===== config.mk =====
export PLATFORM = sky130hd
export DESIGN_NAME = opc_mem_arbiter
export DESIGN_NICKNAME = d
export VERILOG_FILES = /design/src/rtl/opc_pkg.sv /design/src/rtl/opc_arb_pick.sv /design/src/rtl/opc_mem_arbiter.sv
export SDC_FILE = /design/constraint.sdc
export NUM_CORES = 1
export LEC_CHECK = 0
export BUFFER_PORTS_ARGS = -buffer_cell sky130_fd_sc_hd__buf_4
export CORE_ASPECT_RATIO = 1.5
export CORE_MARGIN = 3
export CORE_UTILIZATION = 40
export CTS_BUF_LIST = sky130_fd_sc_hd__clkbuf_2 sky130_fd_sc_hd__clkbuf_4 sky130_fd_sc_hd__clkbuf_8
export CTS_CLUSTER_DIAMETER = 100
export DETAILED_ROUTE_END_ITERATION = 8
export PLACE_DENSITY = 0.71
export SLEW_MARGIN = 20
export SYNTH_ARGS = -nofsm -noshare
export SYNTH_HDL_FRONTEND = slang
export SYNTH_SLANG_ARGS = --single-unit

===== constraint.sdc =====
create_clock -name clk -period 1.6 [get_ports clk]
set_clock_uncertainty 0.1 [all_clocks]
set_input_delay 0.32 -clock clk [delete_from_list [all_inputs] [get_ports clk]]
set_output_delay 0.32 -clock clk [all_outputs]
set_load 0.05 [all_outputs]

===== src/rtl/opc_pkg.sv =====
// Shared widths and enums for the OPC memory arbiter.
package opc_pkg;

  localparam int ADDR_W = 11;
  localparam int DATA_W = 8;
  localparam int CNT_W  = 4;

  typedef enum logic [1:0] {
    IDLE   = 2'd0,
    ACCESS = 2'd1,
    WAIT   = 2'd2,
    DONE   = 2'd3
  } state_e;

  typedef enum logic {
    REQ_CPU  = 1'b0,
    REQ_HOST = 1'b1
  } req_id_e;

endpackage


===== src/rtl/opc_arb_pick.sv =====
// Host-priority winner select with a saturating burst counter that
// guarantees a pending CPU request gets through.
module opc_arb_pick
  import opc_pkg::*;
#(
  parameter int HOST_BURST = 4
) (
  input  logic    clk,
  input  logic    rst,
  input  logic    cpu_req,
  input  logic    host_req,
  input  logic    grant,
  input  req_id_e grant_id,
  output req_id_e winner
);

  localparam logic [CNT_W-1:0] BURST_MAX = CNT_W'(HOST_BURST);

  logic [CNT_W-1:0] burst_cnt_q, burst_cnt_d;

  always_ff @(posedge clk or posedge rst) begin
    if (rst) burst_cnt_q <= '0;
    else     burst_cnt_q <= burst_cnt_d;
  end

  always_comb begin
    winner = REQ_CPU;
    if (host_req && !(cpu_req && (burst_cnt_q == BURST_MAX))) winner = REQ_HOST;
  end

  // Only host grants taken over a waiting CPU count toward the burst limit.
  always_comb begin
    burst_cnt_d = burst_cnt_q;
    if (grant) begin
      if ((grant_id == REQ_HOST) && cpu_req) begin
        if (burst_cnt_q != BURST_MAX) burst_cnt_d = burst_cnt_q + 4'd1;
      end else begin
        burst_cnt_d = '0;
      end
    end
  end

endmodule


===== src/rtl/opc_mem_arbiter.sv =====
// Shares one synchronous single-port SRAM between the OPC CPU and the host
// loader, one req/ack transaction at a time.
//
// state  | meaning
// IDLE   | no access; arbitrate and latch the winner's request
// ACCESS | mem_en strobe for the single SRAM cycle
// WAIT   | count down the read latency, capture read data at the end
// DONE   | pulse the winner's ack
module opc_mem_arbiter
  import opc_pkg::*;
#(
  parameter int RD_LAT     = 1,
  parameter int HOST_BURST = 4
) (
  input  logic              clk,
  input  logic              rst,
  input  logic              cpu_req,
  input  logic              cpu_we,
  input  logic [ADDR_W-1:0] cpu_addr,
  input  logic [DATA_W-1:0] cpu_wdata,
  output logic              cpu_ack,
  output logic [DATA_W-1:0] cpu_rdata,
  input  logic              host_req,
  input  logic              host_we,
  input  logic [ADDR_W-1:0] host_addr,
  input  logic [DATA_W-1:0] host_wdata,
  output logic              host_ack,
  output logic [DATA_W-1:0] host_rdata,
  output logic              mem_en,
  output logic              mem_we,
  output logic [ADDR_W-1:0] mem_addr,
  output logic [DATA_W-1:0] mem_wdata,
  input  logic [DATA_W-1:0] mem_rdata,
  output logic              busy
);

  localparam logic [1:0] WAIT_INIT = 2'(RD_LAT);

  state_e            state_q, state_d;
  req_id_e           winner_q, winner_d, pick;
  logic [1:0]        wait_cnt_q, wait_cnt_d;
  logic              mem_we_q, mem_we_d;
  logic [ADDR_W-1:0] mem_addr_q, mem_addr_d;
  logic [DATA_W-1:0] mem_wdata_q, mem_wdata_d;
  logic [DATA_W-1:0] cpu_rdata_q, cpu_rdata_d;
  logic [DATA_W-1:0] host_rdata_q, host_rdata_d;
  logic              grant;

  opc_arb_pick #(.HOST_BURST(HOST_BURST)) u_pick (
    .clk      (clk),
    .rst      (rst),
    .cpu_req  (cpu_req),
    .host_req (host_req),
    .grant    (grant),
    .grant_id (pick),
    .winner   (pick)
  );

  always_ff @(posedge clk or posedge rst) begin
    if (rst) begin
      state_q      <= IDLE;
      winner_q     <= REQ_CPU;
      wait_cnt_q   <= '0;
      mem_we_q     <= 1'b0;
      mem_addr_q   <= '0;
      mem_wdata_q  <= '0;
      cpu_rdata_q  <= '0;
      host_rdata_q <= '0;
    end else begin
      state_q      <= state_d;
      winner_q     <= winner_d;
      wait_cnt_q   <= wait_cnt_d;
      mem_we_q     <= mem_we_d;
      mem_addr_q   <= mem_addr_d;
      mem_wdata_q  <= mem_wdata_d;
      cpu_rdata_q  <= cpu_rdata_d;
      host_rdata_q <= host_rdata_d;
    end
  end

  always_comb begin
    state_d      = state_q;
    winner_d     = winner_q;
    wait_cnt_d   = wait_cnt_q;
    mem_we_d     = mem_we_q;
    mem_addr_d   = mem_addr_q;
    mem_wdata_d  = mem_wdata_q;
    cpu_rdata_d  = cpu_rdata_q;
    host_rdata_d = host_rdata_q;
    grant        = 1'b0;
    case (state_q)
      IDLE: begin
        if (cpu_req || host_req) begin
          grant    = 1'b1;
          winner_d = pick;
          state_d  = ACCESS;
          if (pick == REQ_HOST) begin
            mem_we_d    = host_we;
            mem_addr_d  = host_addr;
            mem_wdata_d = host_wdata;
          end else begin
            mem_we_d    = cpu_we;
            mem_addr_d  = cpu_addr;
            mem_wdata_d = cpu_wdata;
          end
        end
      end
      ACCESS: begin
        wait_cnt_d = WAIT_INIT;
        state_d    = mem_we_q ? DONE : WAIT;
      end
      WAIT: begin
        if (wait_cnt_q == 2'd1) begin
          state_d = DONE;
          if (winner_q == REQ_HOST) host_rdata_d = mem_rdata;
          else                      cpu_rdata_d  = mem_rdata;
        end else begin
          wait_cnt_d = wait_cnt_q - 2'd1;
        end
      end
      DONE:    state_d = IDLE;
      default: state_d = IDLE;
    endcase
  end

  always_comb begin
    mem_en   = (state_q == ACCESS);
    busy     = (state_q != IDLE);
    cpu_ack  = (state_q == DONE) && (winner_q == REQ_CPU);
    host_ack = (state_q == DONE) && (winner_q == REQ_HOST);
  end

  assign mem_we     = mem_we_q;
  assign mem_addr   = mem_addr_q;
  assign mem_wdata  = mem_wdata_q;
  assign cpu_rdata  = cpu_rdata_q;
  assign host_rdata = host_rdata_q;

endmodule

After elaboration in Yosys (flattened, before gate mapping) --
Index checks and enable logic that the tools add are counted.
Storage, ports and cells: logic and storage cells 52, register bits 45, bits of input ports 52, output and inout port bits 40
Operators by class: add/subtract/negate cells 2, reduce and logical (&&, ||, !) cells 16, muxes and demuxes 14, bitwise gates (word level) 1, equality and inequality tests 10
Operator list (number):
- two-way mux 11 bit | 1
- two-way mux 4 bit | 2
- two-way mux 8 bit | 1
- inequality test 2 bit (second input constant) | 4
- one-hot mux 2 bit (4 select lines) | 1
- AND reduction 2 bit | 4
- two-way mux 2 bit | 3
- AND reduction 3 bit | 2
- logical AND 1 bit | 5
- two-way mux 1 bit | 5
- adder 4 x 1 -> 4 bit (second input constant) | 1
- equality test 2 x 1 -> 1 bit (second input constant) | 2
- equality test 2 bit (second input constant) | 2
- equality test 4 x 3 -> 1 bit (second input constant) | 1
- inequality test 4 x 3 -> 1 bit (second input constant) | 1
- one-hot mux 2 bit (2 select lines) | 1
- nonzero test 2 bit | 2
- logical NOT 2 bit | 1
- subtractor 2 x 1 -> 2 bit (second input constant) | 1
- logical NOT 1 bit | 1
- logical OR 1 bit | 1
- inverter 1 bit | 1

Logic depth before layout (Yosys ltp) --
Gate-level depths: netlist (run 1).
depth after elaboration 8, mapped depth 7

Modules after synthesis --
From an unflattened synthesis (run 1), not the netlist that was laid out.
Second synthesis, totals: cells, all modules 180, area total of the unflattened synthesis 2124.5 um2
By module, submodules not included:
- opc_mem_arbiter | area each 1878.1 um2, instances 1, cells each 155, sequential area each 1026.0 um2
- opc_arb_pick | area each 246.5 um2, instances 1, cells each 25, sequential area each 100.1 um2

Least setup slack after synthesis (run 1) --
Ideal clock, no wire load.
path kind flip-flop to output port, start register state_q[1], end output cpu_ack, setup slack -46 ps, arrival time 1226 ps, cell stages (with the launch flop) 3, buffers on the path 0, required time 1180 ps, path through dfrtp_1 > ha_1 > nor2b_1
Between the ends: longest elaborated chain between the ends 2
Ends and longest elaborated chain:
- start: declaration | RTL line opc_mem_arbiter.sv:39 | state_e state_q, state_d;
- start signal: assignment | RTL line opc_mem_arbiter.sv:70 | state_q <= state_d;
- equality test 2 bit | RTL line opc_mem_arbiter.sv:129 | cpu_ack = (state_q == DONE) && (winner_q == REQ_CPU);
- logical AND 1 bit | RTL line opc_mem_arbiter.sv:129
- end: declaration | RTL line opc_mem_arbiter.sv:21 | output logic cpu_ack,
No other way between the ends.

Final worst setup path (run 1) --
start register state_q[0], end output host_ack
Between the ends: longest elaborated chain between the ends 2
Ends and longest elaborated chain:
- equality test 2 bit | RTL line opc_mem_arbiter.sv:130 | host_ack = (state_q == DONE) && (winner_q == REQ_HOST);
- logical AND 1 bit | RTL line opc_mem_arbiter.sv:130
- end: declaration | RTL line opc_mem_arbiter.sv:27 | output logic host_ack,
No other way between the ends.

==> results of run 1 <==
## through the flow
stage | instances | area (µm²)
finish | 390 | 3462
global route | 390 | 3462
CTS | 385 | 3307
detailed placement | 372 | 3070
global placement | 372 | 3070
floorplan | 209 | 2197
## worst paths after layout
path | from | to | cells past startpoint
worst max register to register | state_q[1]$_DFFE_PP0P_ | u_pick.burst_cnt_q[2]$_DFFE_PP0P_ | 7
max in group asynchronous | rst | state_q[1]$_DFFE_PP0P_ | 4
worst max-delay path | state_q[0]$_DFFE_PP0P_ | host_ack | 4
worst min-delay path | mem_rdata[3] | cpu_rdata[3]$_DFFE_PP0P_ | 2
worst min register to register | mem_addr[4]$_DFFE_PP0P_ | mem_addr[4]$_DFFE_PP0P_ | 2
min in group asynchronous | rst | host_rdata[5]$_DFFE_PP0P_ | 4
## power by group through the flow
stage / Sequential (µW) / Clock (µW) / Combinational [µW]
4_1_cts: 2050 / 761 / 5120
5_1_grt: 2120 / 807 / 5760
3_5_place_dp: 2060 / 0 / 4780
2_1_floorplan: 3620 / 0 / 1650
3_3_place_gp: 2040 / 0 / 4680
6_report: 2060 / 738 / 5460
## cell usage after synthesis, drive strengths merged
| cell type | count |
|---|---|
| ha | 7 |
| buf | 8 |
| o22ai | 1 |
| nand3 | 2 |
| and2 | 3 |
| nor2 | 1 |
| mux2 | 17 |
| clkbuf | 7 |
| o32ai | 1 |
| nand2b | 2 |
| nand4 | 22 |
| a21oi | 3 |
| a31o | 1 |
| nand4b | 1 |
| nand3b | 1 |
| inv | 9 |
| nor2b | 2 |
| o21a | 1 |
| dfrtp | 45 |
| a31oi | 1 |
| o21ai | 4 |
| o311ai | 1 |
| or2 | 1 |
| o211ai | 20 |
| a22o | 2 |
| nand2 | 46 |
## cells in the final DEF, fill, tap and decap left out, types with 4 or more instances in the layout
master,instances
buf_4,106
dfrtp_1,44
nand2_1,34
nand4_1,22
o211ai_1,20
mux2_4,9
mux2_2,8
nand2_2,8
inv_1,5
clkbuf_8,5
buf_6,5
nand2_4,4
## registers in the layout, summed over array words and instances, names as in the netlist
name	count
mem_addr	11
cpu_rdata	8
host_rdata	8
mem_wdata	8
u_pick.burst_cnt_q	4
state_q	2
wait_cnt_q	2
mem_we	1
winner_q	1
## layout make-up
class | instances | area [µm²]
Fill cell | 430 | 1743
Sequential cell | 45 | 1127
Multi-Input combinational cell | 140 | 1089
Timing Repair Buffer | 120 | 1030
Tap cell | 68 | 85.08
Clock buffer | 5 | 68.82
Inverter | 9 | 37.54
Clock inverter | 3 | 25.02
## layer usage
layer | wire length (µm) | global-route usage (%) | share of wire [%]
met5 | 0 | 0 | 0
met4 | 58 | 4.576 | 0.90
met3 | 402 | 3.819 | 6.3
met2 | 3492 | 36.79 | 54
met1 | 2455 | 21.24 | 38
## worst reg2reg max path, stage by stage, from the launching register on
cell and delay [ps]:
dfrtp_2 460, inv_2 100, ha_4 160, buf_6 120
o21a_4 200, clkbuf_16 180, nand4_1 90, o311ai_1 110
## repair_timing
item | 4_1_cts | 5_1_grt
hold endpoints to repair | 45 | 0
cloned | 1 | 2
gates resized for setup | 22 | 26
setup endpoints to repair | 36 | 44
hold buffers | 1 | 0
pin swaps | 1 | 21
setup buffers | 3 | 3
## logic make-up after synthesis
group / after synthesis
compound gates: 35
fa+ha+maj: 7
buf+inv: 24
flops: 45
mux: 17
simple gates: 81
==> results by group, run 1 <==
Global route
  – First-pass GRT wire length: 9328 µm
  – Total gr overflow: 0
  – GRT Total Usage: 19.18%
  – Antenna violations before repair: 0
  – Largest net degree at the start of global routing: 46
  – Vias in the first global route: 2000

Clock network
  – Clk buf depth: 2
  – Clk root buf: clkbuf_8
  – CTS buffer count: 5
  – CTS tree: done
  – Clk sink count: 45
  – H-Tree Level Count: 2
  – Clock transition at path regs: 90 ps
  – Latest clock arrival within the worst-skew pair: 300 ps

STA
  – Hold WS: 149.6 ps
  – Max Freq: 590.9 MHz
  – Final setup viols: 12
  – Minimum clock period: between 1500 and 2000 ps
  – Setup slack after layout: -92.22 ps
  – Final Hold Vio Count: 0
  – TNS Setup: -436.8 ps
  – Slew headroom: between 70% and 80%
  – Unrepaired setup endpoints after global routing: yes
  – Slew @ Worst Pin: 393.5 ps
  – Slew Limit Fails: 0
  – Final Cycle Share: 105.8%

Logic synthesis
  – Synth warn: 0
  – Syn Area/Cell: 10.47 µm²
  – Xor/xnor share of the synthesized area: 0%
  – Compound-cell area share of the yosys netlist: a little under an eighth
  – Mux contribution to synthesized area: 10.12%
  – Top cells by area, synth: dfrtp_1, nand2_1, o211ai_1
  – Simple-gate portion of the synthesized area: roughly 18%
  – Cell taking the most area after synthesis: dfrtp_1
  – Adder-Cell Fraction of Synth Area: 4.002%
  – Syn Nets: 268
  – Post-synthesis sequential area ratio: 51.46%
  – Post-synthesis register bit count: 45
  – Synth Instances: around 210
  – Post-synthesis cell type count: 31
  – Synth top area share: 51.46%
  – Largest family of logic cells by synthesized area: simple AND/OR/NAND/NOR gates
  – Post-Syn Area: 2188 µm²

Die
  – Die W: approximately 66 µm
  – Core Region: 5205 µm²
  – Floorplan row count: 32
  – Die ar.: 6413 µm²
  – Die Ht: 96.59 µm
  – Initial Utilization: 42.04%
  – Io pins: between 90 and 100

Route
  – Number of DRC markers in iteration 0: roughly 110
  – Final WL: 6409 µm
  – Wire length per cell: 16.43 µm
  – Vias per inst: 5.254
  – Post-route DRC: 0
  – Router iterations before antenna repair: 4
  – Vias: slightly above 2000
  – Post-route ant nets: 0

Pwr
  – Clock power share: 8.9%
  – VDD IR-drop max: about 0.99 mV
  – Sequential share of power: between 20% and 30%
  – PwrDens: 2385 nW/µm²
  – Power, Total: a little over 8000 µW
  – Psw: 4055 µW
  – Leak: 0.001634 µW
  – Comb pwr share: roughly 66%
  – P_int: 4203 µW
  – Switch share: 49.10%

Layout
  – Final #Nets: 380
  – Area growth, synth to finish: 58.20%
  – Antenna Cells: 0
  – Share of cells above drive strength 1: 54.66%
  – Util after Layout: 66.51%

Worst setup path
  – Worst Path Buf+Inv: 2
  – Arr. time, crit path: 1270 ps
  – Largest delay contributor family on the critical path: flip-flops
  – Largest fanout on the critical path: 2
  – Crit Path Category: flop to output pin
  – Slowest cell on crit path: dfrtp_1
  – Crit path capture type: output pin
  – Startpoint types: flop
  – CP peak stage delay: 410 ps
  – Crit path cell chain: buf_6 > ha_4 > and2_4 > buf_8
  – Reg2reg setup slack: -40 ps
  – Req. time, crit path: between 1000 and 1500 ps

Worst hold path
  – Hold Path Class: input port to flop

Status
  – Failing checks: negative setup slack
  – Status: finished with violations

Placement
  – GP Congestion: 0.7242
  – Place WS: -102.9 ps
  – HPWL Detailed: 4452 µm
  – Port-buffer cells: 91

Flow run
  – Max-Cap Viols: 0
(Power assumes the default switching activity.)
==> run 2, diff against run 1 <==
Settings changed: MAX_ROUTING_LAYER from default to met4, PLACE_DENSITY 0.71 to 0.72, SYNTH_HIERARCHICAL from default to 1.
==> run 2 against run 1 <==
  * The flow still finishes with violations (negative setup slack)
  * Maximum frequency decreased by 4.6%
  * Synthesized cell count decreased by 14%
  * Worst hold slack improved by 13 ps
  * Critical path depth increased by 4
  * Sequential power decreased by 3%
  * Global-route usage decreased by 2.4 points
  * Cell area increased by 1.2%
  * Critical endpoint is now mem_wdata[1]$_DFFE_PP0P_
  * Largest cell class unchanged
==> results by group, run 2 <==
Clock network
  – CTS tree: done
  – Latest clock arrival within the worst-skew pair: 290 ps (about the same)
  – Clock transition at path regs: 90 ps (about the same)
  – Clk buf depth: 2 (unchanged)
  – Clk root buf: clkbuf_8
  – CTS buffer count: 5 (unchanged)
  – Clk sink count: 45 (unchanged)
  – H-Tree Level Count: 2 (unchanged)

Global route
  – Vias in the first global route: 1779 (-11%)
  – Largest net degree at the start of global routing: 22 (-52%)
  – GRT Total Usage: 16.73% (-2.4 points)
  – First-pass GRT wire length: 8004 µm (-14%)
  – Total gr overflow: 0 (unchanged)
  – Layer with the highest usage: met2
  – Met3 GRT Util: 2.358% (-1.5 points)
  – Antenna violations before repair: 0 (unchanged)
  – Met1 usage: 18.15% (-3.1 points)
  – M2 GR Usage: 32.38% (-4.4 points)

Worst setup path
  – Reg2reg setup slack: -170 ps (-130 ps)
  – Crit path capture type: flop
  – Critical R2R Capture: mem_wdata[1]$_DFFE_PP0P_
  – Largest fanout on the critical path: 6 (+4)
  – Crit Path Category: flop to flop
  – Arr. time, crit path: 1850 ps (+580 ps)
  – Req. time, crit path: 1680 ps (+500 ps)
  – Reg2reg start: u_pick/burst_cnt_q[1]$_DFFE_PP0P_
  – Startpoint types: flop
  – Worst R2R Path Depth: 8 (+1)

Worst hold path
  – Min-Delay Endpoint: cpu_rdata[5]$_DFFE_PP0P_
  – Hold Path Class: input port to flop
  – Hold path start: mem_rdata[5]
  – Hold path cells: 2 (unchanged)

Route
  – Vias per inst: 4.924 (-6.3%)
  – Number of DRC markers in iteration 0: 51 (-55%)
  – Wire length per cell: 15.07 µm (-8.3%)
  – Vias: 1807 (-12%)
  – Post-route ant nets: 0 (unchanged)
  – Final WL: 5530 µm (-14%)
  – Router iterations before antenna repair: 4 (unchanged)
  – Post-route DRC: 0 (unchanged)

Die
  – Initial Utilization: 42.79% (+0.75 points)
  – Core Region: 4965 µm² (-4.6%)
  – Die W: 65.51 µm (-1.3%)
  – Io pins: 92 (unchanged)
  – Die ar.: 6240 µm² (-2.7%)
  – Die Ht: 95.26 µm (-1.4%)
  – Floorplan row count: 31 (-3.1%)

Logic synthesis
  – Top cells by area, synth: dfrtp_1, mux2i_1, mux2_2
  – Post-synthesis sequential area ratio: 53.00% (+1.5 points)
  – Synth warn: 6 (+6)
  – Most common cell in the synthesized netlist: dfrtp_1
  – Commonest cells post-synth: dfrtp_1, nand2_1, mux2i_1
  – Post-synth ARST share: 100.0% (unchanged)
  – Syn Area/Cell: 11.80 µm² (+13%)
  – Synth Flop Type: dfrtp_1
  – Post-synth EDFFs: 0 (unchanged)
  – Post-Syn Area: 2125 µm² (-2.9%)
  – Synth Instances: 180 (-14%)
  – Synth top area share: 53.00% (+1.5 points)
  – Syn Nets: 240 (-10%)
  – Cell taking the most area after synthesis: dfrtp_1
  – Post-synthesis register bit count: 45 (unchanged)
  – Post-synthesis cell type count: 31 (unchanged)

STA
  – Minimum clock period: 1773 ps (+81.22 ps)
  – Final Cycle Share: 110.8% (+5.1 points)
  – Max Freq: 563.9 MHz (-4.6%)
  – Slew Limit Fails: 0 (unchanged)
  – Final setup viols: 28 (+16)
  – Slew @ Worst Pin: 634.2 ps (+240.7 ps)
  – Unrepaired setup endpoints after global routing: yes
  – Final Hold Vio Count: 0 (unchanged)
  – Slew headroom: 57.46% (-16 points)
  – Setup slack after layout: -173.4 ps (-81.22 ps)

Layout
  – Util after Layout: 70.56% (+4.1 points)
  – Most common cell after layout, fill and taps aside: buf_4
  – Area of the multi-input gates: 1071 µm² (-1.6%)
  – Seq. cell area: 1127 µm² (unchanged)
  – Antenna Cells: 0 (unchanged)
  – Area growth, synth to finish: 64.90%
  – Max reg flops: 11 (unchanged)
  – Fill count: 383 (-11%)
  – Most frequent cells in the layout: buf_4, dfrtp_1, nand2_1, o21ai_1, mux2i_1
  – Final #Nets: 360 (-5.3%)
  – Share of cells above drive strength 1: 58.47% (+3.8 points)

Pwr
  – P_int: 4167 µW (-0.85%)
  – Psw: 3607 µW (-11%)
  – Switch share: 46.39% (-2.7 points)
  – Clock power share: 13.2% (+4.3 points)
  – Sequential share of power: 25.8% (+0.9 points)
  – Comb pwr share: 61.0% (-5.1 points)
  – VDD IR-drop max: 1.387 mV (+40%)
  – Leak: 0.001762 µW (+7.8%)
  – PwrDens: 2219 nW/µm² (-7.0%)

Placement
  – GP Congestion: 0.7823 (+8.0%)
  – HPWL Detailed: 3876 µm (-13%)
  – Place WS: -98.96 ps (+3.909 ps)
  – Port-buffer cells: 91 (unchanged)

Status
  – Status: finished with violations
  – Failing checks: negative setup slack

Flow run
  – Max-Cap Viols: 0 (unchanged)
[run 2: cell count changes after synthesis, sizes merged, moves of 3 or more]
cell	change
buf	-3
clkbuf	-4
mux2i	+21
nand2	-24
nand4	-22
o211ai	-20
o21ai	+20
[run 2: worst max-delay path, cell delays in order (launching register included)]
cell	delay, ps
dfrtp_1	360
inv_1	50
ha_2	190
and3b_2	230
a21boi_4	170
buf_6	150
buf_12	120
mux2i_2	220
o21ai_1	80
[run 2: layer usage]
layer,share of wire (%),vias to the layer above
met1,38,880
met5,0,-
met3,5.1,4
met2,56,61
met4,0.72,0
li1,-,862
[run 2: timing repair]
item | in CTS | in global routing
hold endpoints to repair | 18 | 0
pin swaps | 1 | 7
buffers inserted | 5 | 5
setup endpoints to repair | 36 | 34
hold buffers | 1 | 0
gates resized for setup | 26 | 20
cloned | 1 | 1
[run 2: power by group through the flow]
stage	registers, µW	clock network (µW)	logic, µW
after floorplan	3540	0	1380
after global placement	1970	0	4280
after detailed placement	2000	0	4340
after CTS	1980	1040	4550
after global routing	2080	1100	4990
final	2000	1030	4740
[run 2: cell families after synthesis]
logic type / after synthesis / share of synthesized area [%]
muxes: 40 / 21.38
DFF: 45 / 53.00
buffers and inverters: 17 / 3.828
adders and majority gates: 8 / 4.712
AOI/OAI and AO/OA: 35 / 9.718
and+or+nand+nor: 35 / 7.362
[run 2: worst max-delay path by stage]
stage / start / to / slack [ps] / cells past startpoint
finish: u_pick/burst_cnt_q[1]$_DFFE_PP0P_ / mem_wdata[1]$_DFFE_PP0P_ / -170 / 8
floorplan: u_pick/burst_cnt_q[1]$_DFFE_PP0P_ / mem_addr[2]$_DFFE_PP0P_ / -90 / 8
global placement: u_pick/burst_cnt_q[1]$_DFFE_PP0P_ / mem_addr[9]$_DFFE_PP0P_ / -50 / 7
global route: u_pick/burst_cnt_q[1]$_DFFE_PP0P_ / mem_wdata[1]$_DFFE_PP0P_ / -250 / 8
detailed placement: state_q[1]$_DFFE_PP0P_ / cpu_rdata[2]$_DFFE_PP0P_ / -100 / 4
CTS: state_q[1]$_DFFE_PP0P_ / host_ack / -130 / 4
[run 2: area by class of cell]
| cell class | count | share of cell area, % |
|---|---|---|
| Inverter | 9 | 1.036 |
| Timing Repair Buffer | 121 | 29.93 |
| Tap cell | 66 | 2.357 |
| Clock inverter | 3 | 1.964 |
| Sequential cell | 45 | 32.18 |
| Clock buffer | 5 | 1.964 |
| Multi-Input combinational cell | 118 | 30.57 |
[run 2: metrics by stage]
step                power [µW]  cells  TNS, ps  hold WS [ps]  cell area, µm²
finish                    7774    367    -3483         162.6            3503
global route              8163    367    -5224         150.3            3503
CTS                       7574    362    -2628         156.2            3366
detailed placement        6339    347    -2409         143.1            3067
global placement          6255    347   -827.2         141.2            3067
floorplan                 4922    180    -1742        -13.92            2158
